<file path="config.mk">
export PLATFORM = sky130hd
export DESIGN_NAME = s2_serial_loader
export DESIGN_NICKNAME = d
export VERILOG_FILES = /design/src/rtl/s2_serial_loader.sv
export SDC_FILE = /design/constraint.sdc
export NUM_CORES = 1
export LEC_CHECK = 0
export BUFFER_PORTS_ARGS = -buffer_cell sky130_fd_sc_hd__buf_2
export CAP_MARGIN = 10
export CORE_ASPECT_RATIO = 2
export CORE_MARGIN = 1
export CORE_UTILIZATION = 40
export DETAILED_ROUTE_END_ITERATION = 16
export HOLD_SLACK_MARGIN = 0.03
export PLACE_DENSITY = 0.62
export SLEW_MARGIN = 20
export SYNTH_ARGS = -nofsm -noshare
export SYNTH_HDL_FRONTEND = slang
export SYNTH_SLANG_ARGS = --single-unit
export TNS_END_PERCENT = 1
</file>
<file path="constraint.sdc">
create_clock -name clk -period 2.3 [get_ports clk]
set_input_delay 0.345 -clock clk [delete_from_list [all_inputs] [get_ports clk]]
set_output_delay 0.345 -clock clk [all_outputs]
set_load 0.005 [all_outputs]
</file>
<file path="src/rtl/s2_serial_loader.sv">
// s2_serial_loader -- serial-frame receiver feeding an RB2-style register bank.
//
// Deserialises MSB-first {addr, data} frames on sd while sen is low and
// writes each completed word into the register bank for exactly one cycle.
// An early sen release aborts the frame. After NUM_WORDS successful writes
// the loader pulses done for one cycle and restarts its word count.
//
// Optional build macro:
//   PARITY_EN  - each frame carries one extra even-parity bit after the data.
//                A frame with bad parity is dropped and frame_err pulses.
//
// Ports:
//   clk        system clock; all state changes on the rising edge
//   rst        asynchronous, active-high reset
//   sen        frame enable, active low, sampled on every edge
//   sd         serial data, MSB first: addr, then data (then parity)
//   rb_rw      bank R/W strobe: 0 = write this cycle, 1 = idle
//   rb_a       bank address, valid while rb_rw=0, otherwise 0
//   rb_d       bank write data, valid while rb_rw=0, otherwise 0
//   busy       high while a frame is being received or written
//   frame_err  one-cycle pulse: frame aborted or parity failed
//   word_cnt   successful writes since the last done or reset
//   done       one-cycle pulse after the NUM_WORDS-th write
module s2_serial_loader #(
  parameter int ADDR_W    = 3,
  parameter int DATA_W    = 18,
  parameter int NUM_WORDS = 8,
  localparam int CNT_W    = $clog2(NUM_WORDS + 1),
  localparam int BIT_W    = $clog2(ADDR_W + DATA_W + 2)
) (
  input  logic              clk,
  input  logic              rst,
  input  logic              sen,
  input  logic              sd,
  output logic              rb_rw,
  output logic [ADDR_W-1:0] rb_a,
  output logic [DATA_W-1:0] rb_d,
  output logic              busy,
  output logic              frame_err,
  output logic [CNT_W-1:0]  word_cnt,
  output logic              done
);

`ifdef PARITY_EN
  localparam int FRAME_LEN = ADDR_W + DATA_W + 1;
`else
  localparam int FRAME_LEN = ADDR_W + DATA_W;
`endif

  localparam logic [BIT_W-1:0] LAST_BIT  = BIT_W'(FRAME_LEN - 1);
  localparam logic [CNT_W-1:0] LAST_WORD = CNT_W'(NUM_WORDS - 1);

  typedef enum logic [1:0] {
    IDLE,
    SHIFT,
    WRITE,
    DONE
  } state_t;

  state_t               state;
  logic [FRAME_LEN-1:0] shreg;
  logic [BIT_W-1:0]     bit_cnt;

  // Frame as it will look once the current sd bit is shifted in.
  logic [FRAME_LEN-1:0] frame_next;
  logic [ADDR_W-1:0]    addr_field;
  logic [DATA_W-1:0]    data_field;
  logic                 frame_ok;

  always_comb begin
    frame_next = {shreg[FRAME_LEN-2:0], sd};
    addr_field = frame_next[FRAME_LEN-1 -: ADDR_W];
    data_field = frame_next[FRAME_LEN-1-ADDR_W -: DATA_W];
`ifdef PARITY_EN
    // Even parity across addr, data and the parity bit itself.
    frame_ok   = ~(^frame_next);
`else
    frame_ok   = 1'b1;
`endif
  end

  always_ff @(posedge clk or posedge rst) begin
    if (rst) begin
      state     <= IDLE;
      shreg     <= '0;
      bit_cnt   <= '0;
      rb_rw     <= 1'b1;
      rb_a      <= '0;
      rb_d      <= '0;
      busy      <= 1'b0;
      frame_err <= 1'b0;
      word_cnt  <= '0;
      done      <= 1'b0;
    end else begin
      // Strobes are single-cycle unless a branch below re-asserts them.
      rb_rw     <= 1'b1;
      rb_a      <= '0;
      rb_d      <= '0;
      frame_err <= 1'b0;
      done      <= 1'b0;

      unique case (state)
        IDLE: begin
          if (!sen) begin
            shreg   <= frame_next;
            bit_cnt <= BIT_W'(1);
            busy    <= 1'b1;
            state   <= SHIFT;
          end
        end

        SHIFT: begin
          if (sen) begin
            frame_err <= 1'b1;
            bit_cnt   <= '0;
            busy      <= 1'b0;
            state     <= IDLE;
          end else begin
            shreg   <= frame_next;
            bit_cnt <= bit_cnt + 1'b1;
            if (bit_cnt == LAST_BIT) begin
              // A bad-parity frame still spends its WRITE cycle, but with
              // rb_rw held high so the bank is untouched.
              if (frame_ok) begin
                rb_rw <= 1'b0;
                rb_a  <= addr_field;
                rb_d  <= data_field;
              end else begin
                frame_err <= 1'b1;
              end
              state <= WRITE;
            end
          end
        end

        WRITE: begin
          bit_cnt <= '0;
          // rb_rw low here means the bank write really happened.
          if (!rb_rw && word_cnt == LAST_WORD) begin
            word_cnt <= word_cnt + 1'b1;
            done     <= 1'b1;
            state    <= DONE;
          end else begin
            if (!rb_rw) begin
              word_cnt <= word_cnt + 1'b1;
            end
            busy  <= 1'b0;
            state <= IDLE;
          end
        end

        DONE: begin
          word_cnt <= '0;
          busy     <= 1'b0;
          state    <= IDLE;
        end

        default: begin
          busy  <= 1'b0;
          state <= IDLE;
        end
      endcase
    end
  end

endmodule
</file>
==> flow_summary.json, run 1 <==
{
  "die_y_um": 108,
  "gpl.final_weighted_congestion": 0.721,
  "drt_drc_violations_left": 0,
  "yosysUniqueCellTypes": 32,
  "cp_max_fo": 12,
  "overflow": 0,
  "syn-cell-area_mm2": 0.00223,
  "syn_avg_cell_area_um2": 13.1,
  "cts_max_path_buffers": 2,
  "first_pass_grt_wire_length_mm": 5.98,
  "final_max_slew_viol_count": 0,
  "worstSetupPathType": "reg2reg",
  "cts_buffers": 5,
  "hold_path.class": "in2async",
  "cts.root.buffer_cell": "sky130_fd_sc_hd__clkbuf_8",
  "yosys_top_cell_by_area": "sky130_fd_sc_hd__dfrtp_1",
  "count_of_hold_buffers_inserted_by_post_cts_repair": 0,
  "run_status": "finished clean",
  "min_period_over_period_pct": 80.0,
  "cellLeakagePower_nw": 1.38,
  "first_global_vias": 1318,
  "worst_path_largest_cell_delay_ns": 0.59,
  "antenna_found_initial": 0,
  "synth-edff-count": 0,
  "seq_area_frac_synth_pct": 62.8,
  "hold_slack_ns": 0.206,
  "finalSetupViolations": 0,
  "htree_num_levels": 2,
  "netlist.area_leader.share_pct": 61.6,
  "antenna_cells": 0,
  "async_reset_ff_share_pct": 100,
  "required_ns": 2.56,
  "first_pass_detailed_route_iteration_total": 3,
  "synth_top_cells_by_area": "sky130_fd_sc_hd__dfrtp_1 62%, sky130_fd_sc_hd__mux2_2 10%, sky130_fd_sc_hd__and3_1 5.9%, sky130_fd_sc_hd__ha_1 4.5%, sky130_fd_sc_hd__o21ai_0 1.3%",
  "clkTransAtPathRegs_ns": 0.10,
  "place.detailed.hpwl_mm": 2.51,
  "initial_utilization_pct": 41.2,
  "synthesis.nets": 183,
  "switching_power_mw": 0.659,
  "power_switching_share_pct": 26.4,
  "reg2reg_depth": 5,
  "critPathTopFamily": "simple AND/OR/NAND/NOR gates",
  "setup.reg_to_reg.worst_slack_ns": 0.46,
  "grt_start_max_net_pins": 57,
  "critical-path-slowest-cell": "sky130_fd_sc_hd__nor2b_1",
  "num_vias": 1358,
  "critPathLaunch": "state[1]$_DFFE_PP0P_",
  "die_width_um": 54.9,
  "drtIter0Drc": 9,
  "routed_wirelength_mm": 3.70,
  "synthCells": 171,
  "post_cts_setup_repair_bufs": 0,
  "share_comb_of_total_power_pct": 18.1,
  "tritoncts_num_sinks": 56,
  "routed_via_density": 5.05,
  "reg2reg_to": "rb_d[17]$_DFF_PP0_",
  "timing_hold_violations_final": 0,
  "timing.max_slew.rel_slack_pct": 53.6,
  "dominantRegCellSynth": "sky130_fd_sc_hd__dfrtp_1",
  "measured_slew_at_the_worst_slew_check_pin_ns": 0.694,
  "fillCellCount": 507,
  "critical_path_depth": 5,
  "tritoncts": "done",
  "vdd_ir_drop_max_uv": 610,
  "crit_buf_inv": 2,
  "cts_repair_resize_count": 0,
  "finalCriticalPeriod_ns": 1.84,
  "area_of_the_placeable_core_mm2": 0.00542,
  "drtAntennaViolNets": 0,
  "syn2layout_area_growth_pct": 16.9,
  "design.final.nets": 220,
  "timing.max_cap.violations": 0,
  "clock_power_share_pct": 30.3,
  "power-per-cell-area_mw_per_mm2": 957,
  "yosys_register_bits": 56,
  "portBuffers": 32,
  "rsz0062_at_grt": "false",
  "critical_path_arrival_ns": 2.10,
  "power.sequential.fraction_pct": 51.7,
  "number_of_standard_cell_rows_in_the_floorplan": 38,
  "internal_dissipation_mw": 1.84,
  "global_route.usage.total_pct": 14.4,
  "final.setup.tns_ns": 0,
  "design.portCount": 33,
  "post_route_cells_drive_above_1_share_pct": 34.0,
  "r2r-start": "state[1]$_DFFE_PP0P_",
  "ys_warn_count": 0,
  "wl_per_cell_um": 13.7,
  "setup.worst_path.end_class": "flop",
  "cp_cell_sequence": "inv_1 -> ha_1 -> nor2b_1 -> buf_4 -> and3_1",
  "worst_setup_path_start_kind": "flop",
  "timing.fmax_mhz": 544,
  "clock-skew-final_ns": 0.0108,
  "floorplan.die_area_mm2": 0.00591,
  "endpoint_of_the_most_critical_setup_path": "rb_d[17]$_DFF_PP0_",
  "clk_latency_worst_skew_pair_ns": 0.31
}
==> logic make-up (layout without fill, tap and decap cells) <==
logic type / after synthesis / count (layout) / share of synthesized area, %
buf+inv: 13 / 51 / 2.30
simple gates: 53 / 53 / 14.2
flops: 56 / 56 / 62.8
mux: 21 / 21 / 10.8
compound gates: 17 / 17 / 4.37
xor+xnor: 3 / 3 / 1.18
fa+ha+maj: 8 / 8 / 4.48
==> registers in the layout, indices dropped and copies added (netlist names) <==
register and cells:
done 1, rb_a 3, word_cnt 4, rb_rw 1, busy 1, rb_d 18, frame_err 1, bit_cnt 5
shreg 20, state 2
==> final cells by class <==
class	instances	area [um2]	share of cell area [%]
Clock buffer	5	68.8	2.63
Tap cell	60	75.1	2.87
Multi-Input combinational cell	102	781	29.9
Inverter	7	26.3	1.01
Timing Repair Buffer	36	190	7.28
Clock inverter	3	68.8	2.63
Sequential cell	56	1400	53.7
==> metrics by stage <==
| step | std cells | utilization (%) | cell area, um2 | setup slack, ns | power [mW] |
|---|---|---|---|---|---|
| after floorplan | 171 | - | 2230 | 0.585 | 1.63 |
| after global placement | 261 | 45.7 | 2470 | 0.465 | 1.77 |
| after detailed placement | 261 | 45.7 | 2470 | 0.416 | 1.78 |
| after CTS | 269 | 48.2 | 2610 | 0.395 | 2.55 |
| after global routing | 269 | 48.2 | 2610 | 0.199 | 2.66 |
| final | 269 | 48.2 | 2610 | 0.461 | 2.50 |
==> per-layer routing <==
metal	vias to the layer above	global-route usage [%]	part of all wire (%)
li1	665	-	-
met1	656	16.8	43
met2	30	23.4	52
met3	7	3.39	3.5
met4	0	7.14	2.3
met5	-	0	0
==> Yosys cell counts, types with 2 or more instances <==
library cell,number
sky130_fd_sc_hd__buf_2,2
sky130_fd_sc_hd__ha_1,8
sky130_fd_sc_hd__mux2_2,20
sky130_fd_sc_hd__dfrtp_1,55
sky130_fd_sc_hd__a21oi_1,5
sky130_fd_sc_hd__nand4_1,2
sky130_fd_sc_hd__nor2_1,7
sky130_fd_sc_hd__nor2b_1,2
sky130_fd_sc_hd__inv_1,7
sky130_fd_sc_hd__and3_1,21
sky130_fd_sc_hd__xor2_1,3
sky130_fd_sc_hd__clkbuf_1,4
sky130_fd_sc_hd__nand2b_1,2
sky130_fd_sc_hd__o21ai_0,6
sky130_fd_sc_hd__and2_1,2
sky130_fd_sc_hd__o21ai_1,2
sky130_fd_sc_hd__nand2_1,8
==> power groups by stage <==
| stage | registers (mW) | clock network, mW | logic, mW |
|---|---|---|---|
| 2_1_floorplan | 1.27 | 0 | 0.360 |
| 3_3_place_gp | 1.32 | 0 | 0.446 |
| 3_5_place_dp | 1.32 | 0 | 0.462 |
| 4_1_cts | 1.30 | 0.786 | 0.464 |
| 5_1_grt | 1.33 | 0.809 | 0.515 |
| 6_report | 1.29 | 0.757 | 0.452 |
==> worst min path at each step <==
stage / endpoint
2_1_floorplan: shreg[19]$_DFFE_PP0P_
3_3_place_gp: shreg[19]$_DFFE_PP0P_
3_5_place_dp: rb_a[2]$_DFF_PP0_
4_1_cts: rb_a[2]$_DFF_PP0_
5_1_grt: shreg[19]$_DFFE_PP0P_
6_report: rb_d[9]$_DFF_PP0_
==> worst reg2reg max path, cell delays in order, from the launching register on <==
cell                      delay, ns
sky130_fd_sc_hd__dfrtp_1       0.43
sky130_fd_sc_hd__inv_1         0.11
sky130_fd_sc_hd__ha_1          0.21
sky130_fd_sc_hd__nor2b_1       0.59
sky130_fd_sc_hd__buf_4         0.29
sky130_fd_sc_hd__and3_1        0.17
==> cell usage in the layout, fill, tap and decap left out <==
| cell type | count |
|---|---|
| sky130_fd_sc_hd__nand2b_1 | 2 |
| sky130_fd_sc_hd__o21ai_1 | 2 |
| sky130_fd_sc_hd__o22ai_1 | 1 |
| sky130_fd_sc_hd__inv_1 | 6 |
| sky130_fd_sc_hd__a21oi_2 | 1 |
| sky130_fd_sc_hd__nor2_1 | 7 |
| sky130_fd_sc_hd__nand3b_1 | 1 |
| sky130_fd_sc_hd__and4b_1 | 1 |
| sky130_fd_sc_hd__a32o_1 | 1 |
| sky130_fd_sc_hd__and3_1 | 21 |
| sky130_fd_sc_hd__dfrtp_1 | 55 |
| sky130_fd_sc_hd__nor2_2 | 1 |
| sky130_fd_sc_hd__mux2_4 | 1 |
| sky130_fd_sc_hd__and2_1 | 2 |
| sky130_fd_sc_hd__nor4b_1 | 1 |
| sky130_fd_sc_hd__nand4_1 | 2 |
| sky130_fd_sc_hd__nand3_1 | 1 |
| sky130_fd_sc_hd__clkbuf_8 | 5 |
| sky130_fd_sc_hd__xor2_1 | 3 |
| sky130_fd_sc_hd__inv_2 | 1 |
| sky130_fd_sc_hd__o21ai_0 | 6 |
| sky130_fd_sc_hd__a21boi_1 | 1 |
| sky130_fd_sc_hd__inv_6 | 1 |
| sky130_fd_sc_hd__nand2_1 | 8 |
| sky130_fd_sc_hd__nor2b_1 | 2 |
| sky130_fd_sc_hd__a21oi_1 | 5 |
| sky130_fd_sc_hd__dfstp_2 | 1 |
| sky130_fd_sc_hd__nand2_2 | 1 |
| sky130_fd_sc_hd__nor4b_4 | 1 |
| sky130_fd_sc_hd__nor3_1 | 1 |
| sky130_fd_sc_hd__ha_1 | 8 |
| sky130_fd_sc_hd__bufinv_16 | 2 |
| sky130_fd_sc_hd__buf_2 | 32 |
| sky130_fd_sc_hd__nor4_1 | 1 |
| sky130_fd_sc_hd__mux2_2 | 20 |
| sky130_fd_sc_hd__buf_4 | 4 |
Power figures use the tool's default switching activity.
==> inputs of run 2 (changes only) <==
- PLACE_DENSITY: 0.62 -> 0.65
- clock period: 2.3 -> 1.5 ns (I/O delays scaled with it)
==> flow_summary.json, run 2 (synthesized netlist as in run 1, its figures left out) <==
{
  "run_status": "finished, violations left",
  "violated_checks": "setup timing",
  "tritoncts_num_sinks": 56,
  "first_pass_detailed_route_iteration_total": 4,
  "critical-path-slowest-cell": "sky130_fd_sc_hd__dfrtp_2",
  "area_of_the_placeable_core_mm2": 0.00542,
  "timing.max_slew.rel_slack_pct": 76.1,
  "cts_buffers": 5,
  "routed_wirelength_mm": 3.98,
  "portBuffers": 32,
  "final.setup.tns_ns": -0.00407,
  "setup_ws_ns": -0.00407,
  "timing.fmax_mhz": 665,
  "measured_slew_at_the_worst_slew_check_pin_ns": 0.357,
  "post_route_cells_drive_above_1_share_pct": 40.9,
  "syn2layout_area_growth_pct": 22.5,
  "design.portCount": 33,
  "cellLeakagePower_nw": 1.45,
  "tritoncts": "done",
  "timing.max_cap.violations": 0,
  "vdd_ir_drop_max_uv": 789,
  "required_ns": 1.70,
  "place.detailed.hpwl_mm": 2.93,
  "global_route.usage.total_pct": 15.6,
  "htree_num_levels": 2,
  "antenna_cells": 0,
  "critical_path_arrival_ns": 1.71,
  "worstSetupPathType": "reg2reg",
  "number_of_standard_cell_rows_in_the_floorplan": 38,
  "crit_buf_inv": 1,
  "setup.worst_path.end_class": "flop",
  "clkTransAtPathRegs_ns": 0.09,
  "grt_start_max_net_pins": 43,
  "clk_latency_worst_skew_pair_ns": 0.31,
  "layout.cells.most_common_list": "54 x sky130_fd_sc_hd__dfrtp_1, 32 x sky130_fd_sc_hd__buf_2, 21 x sky130_fd_sc_hd__and3_1",
  "regMostFlops": "shreg",
  "rsz0062_at_grt": "true",
  "drt_drc_violations_left": 0,
  "drtAntennaViolNets": 0,
  "clock-skew-final_ns": 0.00630,
  "first_pass_grt_wire_length_mm": 6.42,
  "cts.root.buffer_cell": "sky130_fd_sc_hd__clkbuf_8",
  "setup.reg_to_reg.worst_slack_ns": -0.004,
  "die_y_um": 108,
  "cts_max_path_buffers": 2,
  "finalSetupViolations": 1,
  "antenna_found_initial": 0,
  "wl_per_cell_um": 14.2,
  "final_common_cell": "sky130_fd_sc_hd__dfrtp_1",
  "power-per-cell-area_mw_per_mm2": 1330,
  "floorplan.die_area_mm2": 0.00591,
  "worst_path_largest_cell_delay_ns": 0.44,
  "cp_cell_sequence": "inv_2 -> ha_2 -> nand2b_1 -> nand2_1 -> nor2_2 -> mux2_4",
  "drtIter0Drc": 17,
  "critPathTopFamily": "flip-flops",
  "overflow": 0,
  "cp_max_fo": 5,
  "initial_utilization_pct": 41.2,
  "final_max_slew_viol_count": 0,
  "die_width_um": 54.9,
  "finalCriticalPeriod_ns": 1.50,
  "num_vias": 1433,
  "hold_path.class": "in2reg",
  "gpl.final_weighted_congestion": 0.741,
  "top_regs": "shreg: 20 flops, rb_d: 18 flops, bit_cnt: 5 flops",
  "first_global_vias": 1456,
  "design.final.nets": 231,
  "worst_setup_path_start_kind": "flop",
  "hold_slack_ns": 0.148,
  "routed_via_density": 5.12,
  "timing_hold_violations_final": 0,
  "min_period_over_period_pct": 100,
  "largest_register_ffs": 20
}
-- run 2: through the flow --
| stage | cells | utilization (%) | power (mW) | setup slack [ns] | area (um2) |
|---|---|---|---|---|---|
| floorplan | 171 | - | 2.51 | -0.0628 | 2240 |
| global placement | 271 | 47.6 | 2.76 | -0.0358 | 2580 |
| detailed placement | 271 | 47.6 | 2.79 | -0.0950 | 2580 |
| CTS | 280 | 49.8 | 3.65 | -0.0341 | 2700 |
| global route | 280 | 50.5 | 3.88 | -0.0894 | 2740 |
| finish | 280 | 50.5 | 3.64 | -0.00407 | 2740 |
-- run 2: layout make-up --
type                            count  area [um2]
Inverter                            7        30.0
Timing Repair Buffer               47         300
Fill cell                         501        2680
Multi-Input combinational cell    102         836
Tap cell                           60        75.1
Clock buffer                        6        82.6
Clock inverter                      2        10.0
Sequential cell                    56        1400
-- run 2: worst paths after layout --
path,endpoint,startpoint,cells past startpoint
max reg2reg,busy$_DFFE_PP0P_,state[1]$_DFFE_PP0P_,6
max,busy$_DFFE_PP0P_,state[1]$_DFFE_PP0P_,6
min reg2reg,rb_d[4]$_DFF_PP0_,shreg[3]$_DFFE_PP0P_,1
max in group asynchronous,state[1]$_DFFE_PP0P_,rst,4
min,rb_d[0]$_DFF_PP0_,sd,2
min in group asynchronous,rb_d[0]$_DFF_PP0_,rst,3
-- run 2: power breakdown --
part	switching, mW	leakage, nW	internal (mW)
Sequential	0.192	0.729	1.79
Combinational	0.388	0.668	0.443
Clock	0.457	0.0510	0.369
-- run 2: worst reg2reg max path: cells and delay by family, from the launching register on --
kind | cells | cell delay [ns]
multiplexers | 1 | 0.31
buffers and inverters | 1 | 0.07
adder cells (fa/ha/maj) | 1 | 0.20
flip-flops | 1 | 0.44
AND/OR/NAND/NOR | 3 | 0.39
-- run 2: per-layer routing --
metal / global-route usage (%) / wire [um] / vias to the layer above
met3: 4.24 / 114 / 9
met4: 8.24 / 110 / 0
met1: 14.6 / 1420 / 720
met2: 28.2 / 2340 / 24
met5: 0 / 0 / -
li1: - / - / 680
-- run 2: repair_timing --
item / CTS / global route
hold endpoints to repair: 13 / 0
setup buffers: 0 / 0
hold buffers: 1 / 0
setup endpoints to repair: 28 / 26
cloned: 0 / 0
pin swaps: 0 / 4
gates resized for setup: 5 / 8
==> inputs of run 3 (changes only) <==
- CORE_UTILIZATION: 40 -> 50
- PLACE_DENSITY: 0.65 -> 0.77
==> flow_summary.json, run 3 (synthesized netlist as in run 1, its figures left out) <==
{
  "worst_setup_path_start_kind": "flop",
  "worstSetupPathType": "reg2reg",
  "wl_per_cell_um": 14.9,
  "routed_via_density": 5.22,
  "hold_path.class": "in2reg",
  "number_of_standard_cell_rows_in_the_floorplan": 34,
  "tritoncts": "done",
  "drt_drc_violations_left": 0,
  "global_route.usage.total_pct": 18.5,
  "clk_latency_worst_skew_pair_ns": 0.31,
  "min_period_over_period_pct": 100,
  "cts_buffers": 5,
  "min_path_cells": 2,
  "power-per-cell-area_mw_per_mm2": 1380,
  "hold_slack_ns": 0.163,
  "overflow": 0,
  "first_pass_grt_wire_length_mm": 6.57,
  "drtIter0Drc": 16,
  "antenna_found_initial": 0,
  "htree_num_levels": 2,
  "final_max_slew_viol_count": 0,
  "setup.reg_to_reg.worst_slack_ns": -0.005,
  "routed_wirelength_mm": 4.13,
  "place.detailed.hpwl_mm": 2.81,
  "tritoncts_num_sinks": 56,
  "cts.root.buffer_cell": "sky130_fd_sc_hd__clkbuf_8",
  "drtAntennaViolNets": 0,
  "antenna_cells": 0,
  "reg2reg_to": "busy$_DFFE_PP0P_",
  "num_vias": 1447,
  "regMostFlops": "shreg",
  "cellLeakagePower_nw": 1.47,
  "finalSetupViolations": 1,
  "timing.max_slew.rel_slack_pct": 67.2,
  "cts_max_path_buffers": 2,
  "final_common_cell": "sky130_fd_sc_hd__dfrtp_1",
  "stdcell_area_mm2": 0.00280,
  "timing_hold_violations_final": 0,
  "measured_slew_at_the_worst_slew_check_pin_ns": 0.491,
  "largest_register_ffs": 20,
  "die_width_um": 49.3,
  "first_pass_detailed_route_iteration_total": 3,
  "finalCriticalPeriod_ns": 1.50,
  "gpl.final_weighted_congestion": 0.830,
  "final.setup.tns_ns": -0.00458,
  "placed_area_mm2": 0.00257,
  "setup.worst_path.end_class": "flop",
  "design.final.nets": 234,
  "layout.cells.most_common_list": "54 x sky130_fd_sc_hd__dfrtp_1, 32 x sky130_fd_sc_hd__buf_2, 21 x sky130_fd_sc_hd__and3_1",
  "r2r-start": "state[0]$_DFFE_PP0P_",
  "run_status": "finished, violations left",
  "design_power_total_mw": 3.87,
  "timing.fmax_mhz": 665,
  "clock-skew-final_ns": 0.0124,
  "design.portCount": 33,
  "rsz0062_at_grt": "true",
  "reg2reg_depth": 6,
  "clkTransAtPathRegs_ns": 0.09,
  "min_from": "sd",
  "floorplan.die_area_mm2": 0.00476,
  "post_route_cells_drive_above_1_share_pct": 44.4,
  "initial_utilization_pct": 52.0,
  "required_ns": 1.70,
  "grt_start_max_net_pins": 23,
  "syn2layout_area_growth_pct": 25.4,
  "portBuffers": 32,
  "finish.cell_count_without_fillers": 277,
  "timing.max_cap.violations": 0,
  "top_regs": "shreg: 20 flops, rb_d: 18 flops, bit_cnt: 5 flops",
  "detailedPlace.worstSlack_ns": -0.0522,
  "die_y_um": 96.5,
  "postLayoutCoreUtil_pct": 65.2,
  "area_of_the_placeable_core_mm2": 0.00430,
  "violated_checks": "setup timing",
  "critical_path_arrival_ns": 1.70,
  "first_global_vias": 1446,
  "min_to": "rb_d[0]$_DFF_PP0_",
  "dpl.cell_count": 264,
  "cp_max_fo": 3,
  "vdd_ir_drop_max_uv": 1070,
  "setup_ws_ns": -0.00458
}
## run 3: routing by layer
layer,global-route usage [%],part of all wire [%],up-vias
met4,8.58,2.1,0
met2,34.1,56,31
met1,20.2,40,725
met5,0,0,-
met3,3.13,2.6,7
li1,-,-,684
## run 3: critical path, stage by stage (launching register included)
cell and delay [ns]:
sky130_fd_sc_hd__dfrtp_1 0.41, sky130_fd_sc_hd__inv_2 0.08, sky130_fd_sc_hd__ha_2 0.22, sky130_fd_sc_hd__nand2_1 0.16, sky130_fd_sc_hd__nand2_1 0.11, sky130_fd_sc_hd__nor2_2 0.13
sky130_fd_sc_hd__mux2_4 0.30
## run 3: final cells by class
| cell class | count | area [um2] |
|---|---|---|
| Inverter | 7 | 30.0 |
| Clock buffer | 6 | 72.6 |
| Sequential cell | 56 | 1400 |
| Fill cell | 341 | 1490 |
| Clock inverter | 2 | 38.8 |
| Multi-Input combinational cell | 102 | 867 |
| Timing Repair Buffer | 50 | 323 |
| Tap cell | 54 | 67.6 |
## run 3: where the power goes
group          internal (mW)  switching, mW
Clock                  0.505          0.469
Combinational          0.469          0.427
Sequential              1.79          0.210
Total                   2.77           1.11
## run 3: worst max path at each step
stage,start,end,depth (start not counted)
global route,state[0]$_DFFE_PP0P_,bit_cnt[4]$_DFFE_PP0P_,6
detailed placement,state[1]$_DFFE_PP0P_,state[1]$_DFFE_PP0P_,6
finish,state[0]$_DFFE_PP0P_,busy$_DFFE_PP0P_,6
global placement,state[1]$_DFFE_PP0P_,rb_d[11]$_DFF_PP0_,5
floorplan,state[0]$_DFFE_PP0P_,busy$_DFFE_PP0P_,6
CTS,state[1]$_DFFE_PP0P_,busy$_DFFE_PP0P_,6
## run 3: repair_timing
item | 4_1_cts | 5_1_grt
hold buffers | 1 | 0
setup endpoints to repair | 27 | 28
setup buffers | 0 | 4
resized for setup | 3 | 18
pin swaps | 0 | 8
hold endpoints to repair | 19 | 0
